**src/rtl/clkdiv_pkg.sv**
```systemverilog
// Shared types and default constants for the clock divider controller.
package clkdiv_pkg;

   localparam int CNT_W       = 16;
   localparam int DEFAULT_DIV = 25;

   typedef enum logic [1:0] {
      STOP = 2'd0,
      RUN  = 2'd1,
      PEND = 2'd2
   } state_t;

endpackage

```
**src/rtl/clkdiv_core.sv**
```systemverilog
// Period counter for the clock divider: wrap compare, registered tick and clk_out.
// Expects div_eff >= 1; dropping run clears the counter and both outputs on the next edge.
module clkdiv_core #(
   parameter int CNT_W = clkdiv_pkg::CNT_W
) (
   input  logic             clk,
   input  logic             reset,
   input  logic             run,
   input  logic [CNT_W-1:0] div_eff,
   output logic             tick,
   output logic             clk_out,
   output logic             wrap
);

   localparam logic [CNT_W-1:0] CNT_ONE = CNT_W'(1);

   logic [CNT_W-1:0] cnt_q;
   logic [CNT_W-1:0] cnt_last;
   logic [CNT_W-1:0] cnt_half;

   assign cnt_last = div_eff - CNT_ONE;
   assign cnt_half = div_eff >> 1;
   assign wrap     = run && (cnt_q == cnt_last);

   always_ff @(posedge clk) begin
      if (reset || !run) begin
         cnt_q   <= '0;
         tick    <= 1'b0;
         clk_out <= 1'b0;
      end else begin
         cnt_q   <= wrap ? '0 : cnt_q + CNT_ONE;
         tick    <= wrap;
         clk_out <= (cnt_q >= cnt_half);
      end
   end

endmodule

```
**src/rtl/clkdiv_ctrl.sv**
```systemverilog
// Clock divider controller: run FSM, divisor handshake and sticky period interrupt.
// Define CLKDIV_CTRL_IRQ_EN to build the irq logic; otherwise irq is tied low.
//
//   state | meaning
//   STOP  | idle, counter cleared, divisor loads take effect immediately
//   RUN   | dividing, ready to accept a new divisor
//   PEND  | dividing, accepted divisor waits for the next wrap
module clkdiv_ctrl #(
   parameter int CNT_W       = clkdiv_pkg::CNT_W,
   parameter int DEFAULT_DIV = clkdiv_pkg::DEFAULT_DIV
) (
   input  logic             clk,
   input  logic             reset,
   input  logic             en,
   input  logic [CNT_W-1:0] div_in,
   input  logic             div_valid,
   output logic             div_ready,
   output logic [CNT_W-1:0] div_cur,
   output logic             tick,
   output logic             clk_out,
   output logic             irq,
   input  logic             irq_ack
);

   import clkdiv_pkg::*;

   state_t           state_q;
   state_t           state_d;
   logic [CNT_W-1:0] pend_q;
   logic [CNT_W-1:0] div_eff;
   logic             hs;
   logic             run;
   logic             wrap;

   assign hs      = div_valid && div_ready;
   // A stored divisor of 0 divides by 1
   assign div_eff = (div_cur == '0) ? CNT_W'(1) : div_cur;
   assign run     = (state_q != STOP) && en;

   always_ff @(posedge clk) begin
      if (reset) begin
         state_q <= STOP;
      end else begin
         state_q <= state_d;
      end
   end

   always_comb begin
      state_d = state_q;
      unique case (state_q)
         STOP: if (en) state_d = RUN;
         RUN: begin
            if (!en)     state_d = STOP;
            else if (hs) state_d = PEND;
         end
         PEND: begin
            if (!en)       state_d = STOP;
            else if (wrap) state_d = RUN;
         end
         default: state_d = STOP;
      endcase
   end

   always_comb begin
      div_ready = 1'b1;
      if (state_q == PEND) div_ready = 1'b0;
   end

   // A load accepted on a wrap cycle is held for the following wrap
   always_ff @(posedge clk) begin
      if (reset) begin
         div_cur <= CNT_W'(DEFAULT_DIV);
         pend_q  <= '0;
      end else begin
         unique case (state_q)
            STOP: if (hs) div_cur <= div_in;
            RUN: begin
               if (hs && !en)     div_cur <= div_in;
               else if (hs && en) pend_q  <= div_in;
            end
            PEND: if (!en || wrap) div_cur <= pend_q;
            default: ;
         endcase
      end
   end

   clkdiv_core #(.CNT_W(CNT_W)) u_core (
      .clk     (clk),
      .reset   (reset),
      .run     (run),
      .div_eff (div_eff),
      .tick    (tick),
      .clk_out (clk_out),
      .wrap    (wrap)
   );

`ifdef CLKDIV_CTRL_IRQ_EN
   logic irq_q;

   always_ff @(posedge clk) begin
      if (reset)        irq_q <= 1'b0;
      else if (tick)    irq_q <= 1'b1;
      else if (irq_ack) irq_q <= 1'b0;
   end

   assign irq = irq_q;
`else
   logic unused_irq_ack;

   assign unused_irq_ack = irq_ack;
   assign irq            = 1'b0;
`endif

endmodule

```
**config.mk**
```make
export PLATFORM = sky130hd
export DESIGN_NAME = clkdiv_ctrl
export DESIGN_NICKNAME = d
export VERILOG_FILES = /design/src/rtl/clkdiv_pkg.sv /design/src/rtl/clkdiv_core.sv /design/src/rtl/clkdiv_ctrl.sv
export SDC_FILE = /design/constraint.sdc
export NUM_CORES = 1
export LEC_CHECK = 0
export ABC_AREA = 1
export BUFFER_PORTS_ARGS = -buffer_cell sky130_fd_sc_hd__buf_2
export CORE_MARGIN = 2
export CORE_UTILIZATION = 45
export CTS_CLUSTER_SIZE = 28
export DETAILED_ROUTE_END_ITERATION = 8
export SKIP_LAST_GASP = 1
export SYNTH_ARGS = -nofsm -noshare
export SYNTH_HDL_FRONTEND = slang
export SYNTH_SLANG_ARGS = --single-unit
```
**constraint.sdc**
```tcl
create_clock -name clk -period 3.7 [get_ports clk]
set_input_delay 0 -clock clk [delete_from_list [all_inputs] [get_ports clk]]
set_output_delay 0 -clock clk [all_outputs]
set_load 0.1 [all_outputs]
```
After elaboration in Yosys (flattened, before gate mapping)
Index checks and enable logic that the tools add are counted.

Add/subtract/negate cells: 2. Order comparisons: 1. Multiplexer cells: 12. Reduce and logical (&&, ||, !) cells: 17. Equality and inequality tests: 9. Bitwise operators: 1.

Operators with widths (count): $mux 16 (4); $pmux 16 s3 (1); $add 16x1->16 const B (1); $eq 16x16->1 (1); $ge 16x15->1 (1); $logic_not 16->1 (1); $sub 16x1->16 const B (1); $mux 2 (5); $ne 2x2->1 const B (3); $pmux 2 s3 (1); $reduce_and 3->1 (2); $logic_and 1x1->1 (5); $reduce_and 4->1 (1); $ne 3x2->1 const B (1); $ne 3x3->1 const B (1); $reduce_bool 3->1 (1); $eq 2x1->1 const B (1); $eq 2x2->1 const B (1); $logic_not 1->1 (2); $logic_not 2->1 (1); $logic_or 1x1->1 (2); $ne 2x1->1 const B (1); $reduce_bool 2->1 (1); $reduce_or 2->1 (1); other kinds (2) (2).

Flip-flop bits (word level): 52. Bits of input ports: 21.

Logic depth before layout (Yosys ltp)
Word-level depth: 8. Mapped depth: 24. Depth with buffers taken out: 23.

Cells and area by module
A second synthesis with hierarchy kept.

Cells, all modules: 591. Area total of the unflattened synthesis: 3708.6 um^2.

By module, submodules not included: clkdiv_core (cells an instance 297, times used 1, area each 1860.5 um^2, seq. area each 360.3 um^2); clkdiv_ctrl (cells an instance 294, times used 1, area each 1848.0 um^2, seq. area each 680.7 um^2).

Worst setup path after synthesis
OpenSTA, ideal clock, no wires.

Path kind: flip-flop to flip-flop. Start: register div_cur[7]. End: register div_cur[3]. Slack: 0.363 ns. Path buffers: 2. Data arrival time: 3.204 ns. Required time: 3.566 ns. Cell stages (with the launch flop): 23. Cells stage by stage: dfxtp_1 > nor2_1 > nand2_4 > nor2_4 > nand2_4 > nand2_1 > inv_1 > ha_1 > nand2_4 > nor2_8 > nand3_1 > nand3_1 > nand3_1 > nor2_1 > nand2_1 > nor2_2 > nand2_2 > nand2_4 > nand2_2 > buf_6 > buf_6 > nand2_1 > nand3_1.

Cells in the longest elaborated chain, start to end: 8.

Ends and longest elaborated chain: from (decl) (line clkdiv_ctrl.sv:18) `output logic [CNT_W-1:0] div_cur,`; from (signal assigned) (line clkdiv_ctrl.sv:72) `div_cur <= CNT_W'(DEFAULT_DIV);`; from (signal assigned) (line clkdiv_ctrl.sv:76) `STOP: if (hs) div_cur <= div_in;`; from (signal assigned) (line clkdiv_ctrl.sv:78) `if (hs && !en) div_cur <= div_in;`; $logic_not 16->1 (line clkdiv_ctrl.sv:37) `assign div_eff = (div_cur == '0) ? CNT_W'(1) : div_cur;`; $mux 16 (*) (line clkdiv_ctrl.sv:37); $sub 16x1->16 (*) (line clkdiv_core.sv:21) `assign cnt_last = div_eff - CNT_ONE;`; $eq 16x16->1 (*) (line clkdiv_core.sv:23) `assign wrap = run && (cnt_q == cnt_last);`; $logic_and 1x1->1 (*) (line clkdiv_core.sv:23); $logic_or 1x1->1 (*) (line clkdiv_ctrl.sv:81) `PEND: if (!en || wrap) div_cur <= pend_q;`; $ne 2x1->1 (no line) (*); $reduce_and 4->1 (no line) (*).

Every way passes the cells marked *; elsewhere a longest branch is shown, timed or not. A chain may end at the register's enable or synchronous reset.

Worst setup path after layout
Start: register div_cur[8]. End: register div_cur[12].

Same word-level chain as after synthesis.

==> impl_metrics.toml <==
[synth]
async_flop_share_pct = 0
netlist-cell-type-count = 33
yosys_warnings = 0
synth-adder-area-share_pct = 6.526
post-synth-top-count-cell = "nand2_1"
yosysTopAreaCell = "dfxtp_1"
synth_edf_count = 0
synth.area.top_cells = "dfxtp_1 32%, nand2_1 12%, nor2_1 9.3%"
synth-seq-cells = 52
syn_nets = 518
synth_top_area_share_pct = 31.94
synthXorXnorAreaFrac_pct = 4.031
synth_top_flop_cell = "dfxtp_1"
syn_avg_cell_area_um2 = 6.790
yosysSeqAreaShare_pct = 31.94
synthSimpleGateAreaFrac_pct = 36.85
synthCells = 480
synthMuxAreaShare_pct = 3.800
synth_top_family_by_area = "simple AND/OR/NAND/NOR gates"
yosys-top-cells-count = "106 x nand2_1, 81 x nor2_1, 54 x inv_1"
synthesis.area_um2 = 3259
synth_compound_area_share_pct = 8.253

[placed_design]
gp_congestion = 0.8960
pre_cts_slack_ps = 516.8
port_buffers = 38
dp_hpwl_mm = 5.649
place_area_um2 = 3500
dp.cells = 603

[worst_setup_path]
path_class = "flip-flop to flip-flop"
worstPathMaxFanout = 29
cp-start-kind = "flip-flop"
worstSetupEndpointType = "flip-flop"
cp.arrival_ps = 3390
required_ps = 3910

[pwr]
seq_power_share_pct = 42.2
comb_power_share_pct = 26.0
internal-power_uw = 951.8
power_density_nw_per_um2 = 381.1
p_leak_nw = 1.866
pwr-share-clk_pct = 31.8
switching_share_pct = 34.24
power_switching_uw = 495.7
finalPower_mw = 1.448
vdd_drop_max_mv = 0.1778

[timing]
fin_setup_tns_ps = 0
period_share_pct = 86.09
finalMaxSlewViolations = 0
fmax_mhz = 313.9
finalHoldViolCount = 0
relSlewSlack_pct = 40.63
fin_crit_ps = 3185
finalWorstSetupSlack_ps = 514.6
fin_skew_ps = 9.212
rsz0062_at_grt = "no"
worstMarginPinSlew_ps = 889.6
hold_ws_ps = 68.13
setup_viol = 0

[routing]
routedWlPerCell_um = 12.07
drc = 0
wl_mm = 7.565
ant_nets = 0
drtIter0Drc = 104
num_vias = 3035
viasPerCell = 4.841
dr.pass1.iters = 4

[cells_and_area]
stdcell_count = 627
post-route-util_pct = 53.23
fin_area_um2 = 3799
diodes = 0
fillers = 769
final_nets = 566
syn2layout_area_growth_pct = 16.55
drive_above_1_share_pct = 15.53

[clocking]
cts_tree = "done"
cts_hold_buf = 17
cts.clk_slew.worst_paths_ps = 100
cts_made_buffers = 5
clock-root-buffer = "clkbuf_8"
clk_path_buf_depth = 2
clk_latency_ps = 310
post_cts_buffers = 0
cts_sinks = 52
htree_levels = 2
cts_resized = 0

[die]
row_count = 31
core-area_um2 = 7137
fp.dieH_um = 89.11
die-area_um2 = 7940
start_util_pct = 45.67
die_w_um = 89.11
boundaryPins = 41

[grt]
grtUsageTotal_pct = 20.20
grt_max_degree = 34
grt_first_pass_wirelength_mm = 12.60
first_global_vias = 2754
grt_overflow = 0
antenna_found_initial = 0

[outcome]
status = "complete, no violations"

[run]
maxCapViolations = 0

[min_path]
hold_class = "primary input to flip-flop"
==> worst max-delay path, cell delays in order, from the launching register on <==
cell     delay (ps)
dfxtp_1         380
nor2_2          180
nand2_1         100
nor2_2          210
nand2_4         120
nand2_1          90
inv_1            50
ha_1            260
xnor2_1         210
xor2_1          160
o21ai_0         100
nor2_1          110
nand3_1          90
nor2_1          150
nand2_2         120
nand2_4         110
nand2_2         350
nor2_1          230
nor2_1           60
==> cell families (layout without fill, tap and decap cells) <==
group | count (synthesis) | after routing
compound gates | 50 | 50
xor+xnor | 15 | 15
fa+ha+maj | 17 | 17
buf+inv | 68 | 116
flops | 52 | 52
mux | 11 | 11
other cells | 1 | 1
simple gates | 266 | 266
==> registers in the layout (all words and copies together), names as in the netlist <==
| register | count |
|---|---|
| u_core.cnt_q | 16 |
| u_core.clk_out | 1 |
| div_cur | 16 |
| u_core.tick | 1 |
| state_q | 2 |
| pend_q | 16 |
==> worst paths after layout <==
check / to / cells after the start / slack [ps] / start
setup / recovery: div_cur[12] / 18 / 510 / div_cur[8]
hold / removal: u_core.tick / 3 / 70 / en
setup reg to reg: div_cur[12] / 18 / 510 / div_cur[8]
hold reg to reg: pend_q[1] / 2 / 450 / pend_q[1]
==> routing by layer <==
layer | global-route usage, % | routed length, um | vias up
li1 | - | - | 1627
met1 | 27.55 | 3663 | 1352
met2 | 33.06 | 3566 | 45
met3 | 3.416 | 210 | 11
met4 | 5.563 | 125 | 0
met5 | 0 | 0 | -
==> area by class of cell <==
type                            instances  area (um^2)  share of cell area, %
Clock inverter                          2        60.06                  1.581
Clock buffer                            5        68.82                  1.812
Tap cell                               99        123.9                  3.261
Multi-Input combinational cell        360         1942                  51.12
Inverter                               54        202.7                  5.336
Timing Repair Buffer                   55        360.3                  9.486
Sequential cell                        52         1041                  27.40
==> power groups by stage <==
stage	sequential, mW	combinational, mW	clock [mW]
floorplan	0.737	0.183	0
global placement	0.623	0.359	0
detailed placement	0.624	0.362	0
CTS	0.611	0.377	0.473
global route	0.616	0.413	0.495
finish	0.611	0.376	0.460
==> cell usage in the layout, fill, tap and decap left out, types with 3 or more instances in the layout <==
cell,n
nand2_1,106
nor3b_1,6
o21ai_0,24
xnor2_1,5
buf_2,38
mux2_2,11
xor2_1,10
clkbuf_8,5
nand4_1,10
dfxtp_1,52
nor2_1,81
nor3_1,7
a21oi_1,18
nor2_2,11
nand3_1,30
inv_1,54
ha_1,17
or2_2,3
dlygate4sd3_1,17
nand2_2,5
nand2_4,4
(Power assumes the default switching activity.)
